File: config.mk
export PLATFORM = sky130hd
export DESIGN_NAME = busca_instrucao
export DESIGN_NICKNAME = d
export VERILOG_FILES = /design/src/rtl/busca_instrucao.sv
export SDC_FILE = /design/constraint.sdc
export NUM_CORES = 1
export LEC_CHECK = 0
export ABC_AREA = 1
export ABC_CLOCK_PERIOD_IN_PS = 2600
export BUFFER_PORTS_ARGS = -buffer_cell sky130_fd_sc_hd__buf_2
export CAP_MARGIN = 10
export CELL_PAD_IN_SITES_DETAIL_PLACEMENT = 1
export CELL_PAD_IN_SITES_GLOBAL_PLACEMENT = 1
export CORE_ASPECT_RATIO = 1.75
export CORE_UTILIZATION = 28
export CTS_BUF_LIST = sky130_fd_sc_hd__clkbuf_8 sky130_fd_sc_hd__clkbuf_16
export CTS_CLUSTER_SIZE = 10
export DETAILED_ROUTE_END_ITERATION = 10
export PLACE_DENSITY = 0.85
export SYNTH_ARGS = -nofsm -noshare
export SYNTH_HDL_FRONTEND = slang
export SYNTH_SLANG_ARGS = --single-unit
File: constraint.sdc
create_clock -name clock -period 2.6 [get_ports clock]
set_clock_uncertainty 0.15 [all_clocks]
set_input_delay 0.39 -clock clock [delete_from_list [all_inputs] [get_ports clock]]
set_output_delay 0.39 -clock clock [all_outputs]
set_load 0.03 [all_outputs]
File: src/rtl/busca_instrucao.sv
// Instruction-fetch/sequencing unit: fetches the word at pc, holds it for
// execution and tells the PC block how to advance.
module busca_instrucao #(
    parameter int          LIMITE_ESPERA = 16,
    parameter logic [4:0]  OP_JUMP       = 5'b00010,
    parameter logic [4:0]  OP_JR         = 5'b00011,
    parameter logic [4:0]  OP_BEQ        = 5'b00100,
    parameter logic [4:0]  OP_HALT       = 5'b11111
) (
    input  logic        clock,
    input  logic        reset,
    input  logic [31:0] pc,
    input  logic        memPronto,
    input  logic [31:0] memDado,
    input  logic        flagZero,
    input  logic        stall,
    output logic        memReq,
    output logic [31:0] memEnd,
    output logic [2:0]  controlePC,
    output logic [31:0] instrucao,
    output logic        instrucaoValida,
    output logic [26:0] enderecoJump,
    output logic [16:0] deslocamentoBranch,
    output logic        erroBusca,
    output logic        parado
);

    localparam int CW = (LIMITE_ESPERA > 0) ? $clog2(LIMITE_ESPERA + 1) : 1;

    typedef enum logic [1:0] {INICIO, BUSCA, EXECUTA, PARADO} estado_t;

    estado_t       estado;
    logic [CW-1:0] espera;
    logic [4:0]    opcode;

    assign opcode = instrucao[31:27];

    always_ff @(posedge clock or negedge reset) begin
        if (!reset) begin
            estado    <= INICIO;
            instrucao <= '0;
            espera    <= '0;
            erroBusca <= 1'b0;
        end else begin
            case (estado)
                INICIO: estado <= BUSCA;
                BUSCA: begin
                    if (memPronto) begin
                        instrucao <= memDado;
                        espera    <= '0;
                        estado    <= EXECUTA;
                    end else begin
                        // Timeout fires on the cycle the count would reach the limit.
                        if (LIMITE_ESPERA != 0 && int'(espera) + 1 >= LIMITE_ESPERA) begin
                            erroBusca <= 1'b1;
                            estado    <= PARADO;
                        end
                        if (espera != '1)
                            espera <= espera + 1'b1;
                    end
                end
                EXECUTA: begin
                    if (!stall)
                        estado <= (opcode == OP_HALT) ? PARADO : BUSCA;
                end
                PARADO: estado <= PARADO;
                default: estado <= INICIO;
            endcase
        end
    end

    // Outputs decode from state and the held word; only controlePC sees stall/flagZero.
    always_comb begin
        memReq          = (estado == BUSCA);
        instrucaoValida = (estado == EXECUTA);
        parado          = (estado == PARADO);
        controlePC      = 3'b111;
        if (estado == EXECUTA && !stall) begin
            case (opcode)
                OP_JUMP: controlePC = 3'b001;
                OP_JR:   controlePC = 3'b011;
                OP_BEQ:  controlePC = flagZero ? 3'b010 : 3'b000;
                OP_HALT: controlePC = 3'b111;
                default: controlePC = 3'b000;
            endcase
        end
    end

    assign memEnd             = pc;
    assign enderecoJump       = instrucao[26:0];
    assign deslocamentoBranch = instrucao[16:0];

endmodule

# --- Word level (Yosys, flattened, before mapping) ---
# Index checks and enable logic that the tools add are counted.
op_classes:
  mux: 10
  reduce_logical: 8
  n_eq_ne: 10
  n_addsub: 2
  n_bitwise: 1
  magnitude_cmp: 1
op_table:
  columns: ["cell", "n"]
  rows:
  - ["$pmux 3 s4", 1]
  - ["$eq 5x2->1 const B", 2]
  - ["$mux 2", 5]
  - ["$mux 5", 2]
  - ["$pmux 2 s4", 1]
  - ["$add 5x1->6 const B", 1]
  - ["$ge 6x5->1 const B", 1]
  - ["$reduce_and 2->1", 3]
  - ["$add 5x1->5 const B", 1]
  - ["$eq 5x3->1 const B", 1]
  - ["$eq 5x5->1 const B", 1]
  - ["$ne 5x5->1 const B", 1]
  - ["$eq 2x2->1 const B", 2]
  - ["$mux 3", 1]
  - ["$ne 3x2->1 const B", 1]
  - ["$reduce_and 3->1", 1]
  - ["$eq 2x1->1 const B", 1]
  - ["$logic_not 2->1", 1]
  - ["$ne 2x2->1 const B", 1]
  - ["$reduce_bool 2->1", 1]
  - ["$logic_and 1x1->1", 1]
  - ["$logic_not 1->1", 1]
  - ["$not 1->1", 1]
totals:
  in_bits: 69
  ff_bits: 40

# --- Longest topological paths before layout ---
logic_depth:
  depth_word: 5
  mapped_depth: 10
  depth_no_buf: 10

# --- Worst setup path before layout ---
# OpenSTA, ideal clock, no wires.
synth_path:
  kind: "reg-to-output"
  startpoint: "reg estado[1]"
  endpoint: "out controlePC[1]"
  arrival_ps: 1325
  stages_incl_launch_ff: 6
  path_slack_ps: 735
  required_time_ps: 2060
  cell_sequence: "dfrtp_1 inv_2 nor2_2 nand2_1 nor2_1 nand3_1"
synth_via:
  elab_chain_len: 3
synth_rtl:
  columns: ["element", "line", "rtl"]
  rows:
  - ["from (decl)", "32", "estado_t estado;"]
  - ["from (signal assigned)", "64", "estado <= (opcode == OP_HALT) ? PARADO : BUSCA;"]
  - ["$eq 2x2->1", null, null]
  - ["named net instrucaoValida", "21", "output logic instrucaoValida,"]
  - ["$logic_and 1x1->1", "78", "if (estado == EXECUTA && !stall) begin"]
  - ["$mux 3", "78", null]
  - ["to (decl)", "19", "output logic [2:0] controlePC,"]
# The timed path passes the listed nets, and every way through them passes these cells.

# --- Worst setup path in the final report ---
layout_path:
  startpoint: "reg estado[1]"
  endpoint: "out controlePC[0]"
layout_via:
  elab_chain_len: 3
layout_rtl:
  columns: ["element", "line"]
  rows:
  - ["$eq 2x2->1", "78"]
  - ["$logic_and 1x1->1", "78"]
  - ["$mux 3", "78"]
# Every way passes these cells.

==> impl_metrics.tcl <==
set metrics [dict create \
    area_growth_pct 11.67 \
    gp_congestion 0.7532 \
    wl_per_cell_um 14.01 \
    synth.net_count 366 \
    finalCritPeriodShare_pct 78.52 \
    period_minus_slack_ns 2.041 \
    drt-total-wl_um 6054 \
    reg2reg_from "estado[1]" \
    place_inst 424 \
    internal-power_mw 1.091 \
    cp_max_fo 6 \
    critical_path_arrival_ns 1.50 \
    seqPwrFrac_pct 45.6 \
    p_comb_share_pct 3.8 \
    cpMostUsedCell "nand2_1" \
    crit_required_ns 2.06 \
    htreeDepth 2 \
    setup-violations-final 0 \
    p_sw_mw 0.2756 \
    grt.overflow.total 0 \
    dr.pass1.iters 8 \
    instances_no_fill 432 \
    fill_cells 1041 \
    cts_buffers 5 \
    clock.fmax_ghz 0.4898 \
    initial_utilization_pct 28.75 \
    cpPeakStageDelay_ns 0.48 \
    outcome "finished with violations" \
    final_layout_size_suffix_gt1_share_pct 40.59 \
    crit_chain "inv_2 > nor2_2 > nand2_1 > nor2_1 > nand2_1 > buf_2" \
    dr.first_iter.drc_count 100 \
    p_total_mw 1.366 \
    crit_end "controlePC[0]" \
    vdd_drop_max_v 0.0002935 \
    synth_warnings 0 \
    crit_slowest_cell "dfrtp_1" \
    clkLatencyLatePin_ns 0.29 \
    dp_hpwl_um 4671 \
    clkPwrFrac_pct 50.6 \
    rsz0062_at_grt "false" \
    crit_path_start "estado[1]" \
    placed_area_um2 2470 \
    rrSetupSlack_ns 0.77 \
    relSlewSlack_pct 39.35 \
    cts-hold-fix-buffers 0 \
    row_count 44 \
    cts_tree "done" \
    clockBufferDepth 2 \
    antenna_left 0 \
    critPathKind "reg -> out" \
    post-route-worst-setup-slack_ns 0.5585 \
    r2r_end "instrucao[30]" \
    grt_pass1_wl_um 9363 \
    ys_seq_area_share_pct 42.44 \
    hold_path.class "in -> async" \
    endpoint_kind "output port" \
    syn_area_um2 2359 \
    cts.clk_slew.worst_paths_ns 0.06 \
    grt_max_degree 41 \
    cap_viol_max_count 0 \
    vias 1943 \
    grt_pass1_vias 1888 \
    n_antenna_cell 0 \
    fin_tns_setup_ns 0 \
    power_leakage_nw 1.667 \
    r2r_cells 5 \
    drc 12 \
    num-nets-final 410 \
    syn_area_per_cell_um2 7.995 \
    grt_util_all_layers_pct 14.17 \
    start_kind "register" \
    cts-root-buf "clkbuf_16" \
    ctsResizeCount 0 \
    yosys_register_bits 40 \
    clock-sinks 40 \
    core_area_um2 8203 \
    netlist_instances 295 \
    violations "design-rule violations" \
    die_h_um 123.4 \
    numPortBuffers 119 \
    switching_share_pct 20.17 \
    io_pins 184 \
    finalInstanceArea_um2 2634 \
    hold_viol 0 \
    die_x_um 71.38 \
    antenna_found_initial 0 \
    vias_per_cell 4.498 \
    tightest_slew_ns 0.9098 \
    drv_slew 0 \
    yosys.cell_types.count 18 \
    dieArea_um2 8808 \
    postCtsSetupRepairBufs 0 \
    p_per_area_nw_per_um2 518.7 \
    dp_slack_ns 0.7477 \
]
==> cell usage after synthesis <==
| cell | number | area [um^2] |
|---|---|---|
| a21oi_1 | 4 | 20.02 |
| buf_2 | 5 | 25.02 |
| buf_4 | 79 | 593.1 |
| clkbuf_1 | 1 | 3.750 |
| dfrtp_1 | 40 | 1001 |
| ha_1 | 2 | 25.02 |
| inv_1 | 13 | 48.80 |
| inv_2 | 5 | 18.77 |
| nand2_1 | 85 | 319.1 |
| nand2_2 | 1 | 6.260 |
| nand3_1 | 38 | 190.2 |
| nand4_1 | 2 | 12.51 |
| nor2_1 | 11 | 41.29 |
| nor2_2 | 1 | 6.260 |
| nor2_4 | 1 | 11.26 |
| nor3_1 | 2 | 10.01 |
| o21ai_1 | 4 | 20.02 |
| or2_2 | 1 | 6.260 |
==> cell type report <==
cell class | count | area, um^2 | area share (%)
multi-input combinational | 152 | 668.1 | 25.37
clock buffer | 5 | 125.1 | 4.751
clock inverter | 3 | 38.79 | 1.473
inverter | 18 | 67.56 | 2.565
sequential | 40 | 1001 | 38.00
timing repair buffer | 122 | 618.1 | 23.47
tap | 92 | 115.1 | 4.371
==> stage by stage <==
stage          hold WS [ns]  util (%)
2_1_floorplan      -0.05559         -
3_3_place_gp         0.2979     30.11
3_5_place_dp         0.2992     30.11
4_1_cts              0.1225     32.11
5_1_grt              0.1578     32.11
6_report            0.07949     32.11
==> registers in the layout (all words and copies together), names as in the netlist <==
name	cells
instrucao	32
espera	5
estado	2
erroBusca	1
==> kinds of logic (layout without fill, tap and decap cells) <==
kind of cell    Yosys count  in the layout  share of synthesized area (%)
compound gates            8              8                          1.698
fa+ha+maj                 2              2                          1.061
buf+inv                 103            148                          29.23
flops                    40             40                          42.44
simple gates            142            142                          25.57
==> cells in the final DEF (no fill, tap or decap) <==
cell type,count
a21oi_1,4
buf_2,119
buf_4,3
bufinv_16,1
clkbuf_16,5
clkinv_2,1
dfrtp_1,40
ha_1,2
inv_1,14
inv_2,5
nand2_1,85
nand2_2,1
nand3_1,38
nand4_1,2
nor2_1,11
nor2_2,1
nor2_4,1
nor3_1,2
o21ai_1,4
or2_2,1
==> critical path, delay by kind of cell (launching register included) <==
kind	cells	cell delay, ns
AND/OR/NAND/NOR	4	0.49
buffers and inverters	2	0.25
flip-flops	1	0.48
==> worst min path at each step <==
stage / startpoint / end
floorplan: reset / erroBusca
global placement: erroBusca / erroBusca
detailed placement: erroBusca / erroBusca
CTS: reset / instrucao[2]
global route: reset / instrucao[7]
finish: reset / instrucao[7]
==> metal layers <==
metal,routed length (um),vias to the layer above,GRT usage (%)
li1,-,931,-
met1,2101,927,14.04
met2,3337,69,25.60
met3,424,16,3.749
met4,191,0,9.375
met5,0,-,0
==> power by group through the flow <==
stage / clock network, mW / logic [mW] / registers (mW)
6_report: 0.692 / 0.0517 / 0.623
5_1_grt: 0.739 / 0.0590 / 0.622
4_1_cts: 0.718 / 0.0539 / 0.622
3_5_place_dp: 0 / 0.0534 / 0.634
3_3_place_gp: 0 / 0.0527 / 0.634
2_1_floorplan: 0 / 0.100 / 0.634
Power figures use the tool's default switching activity.
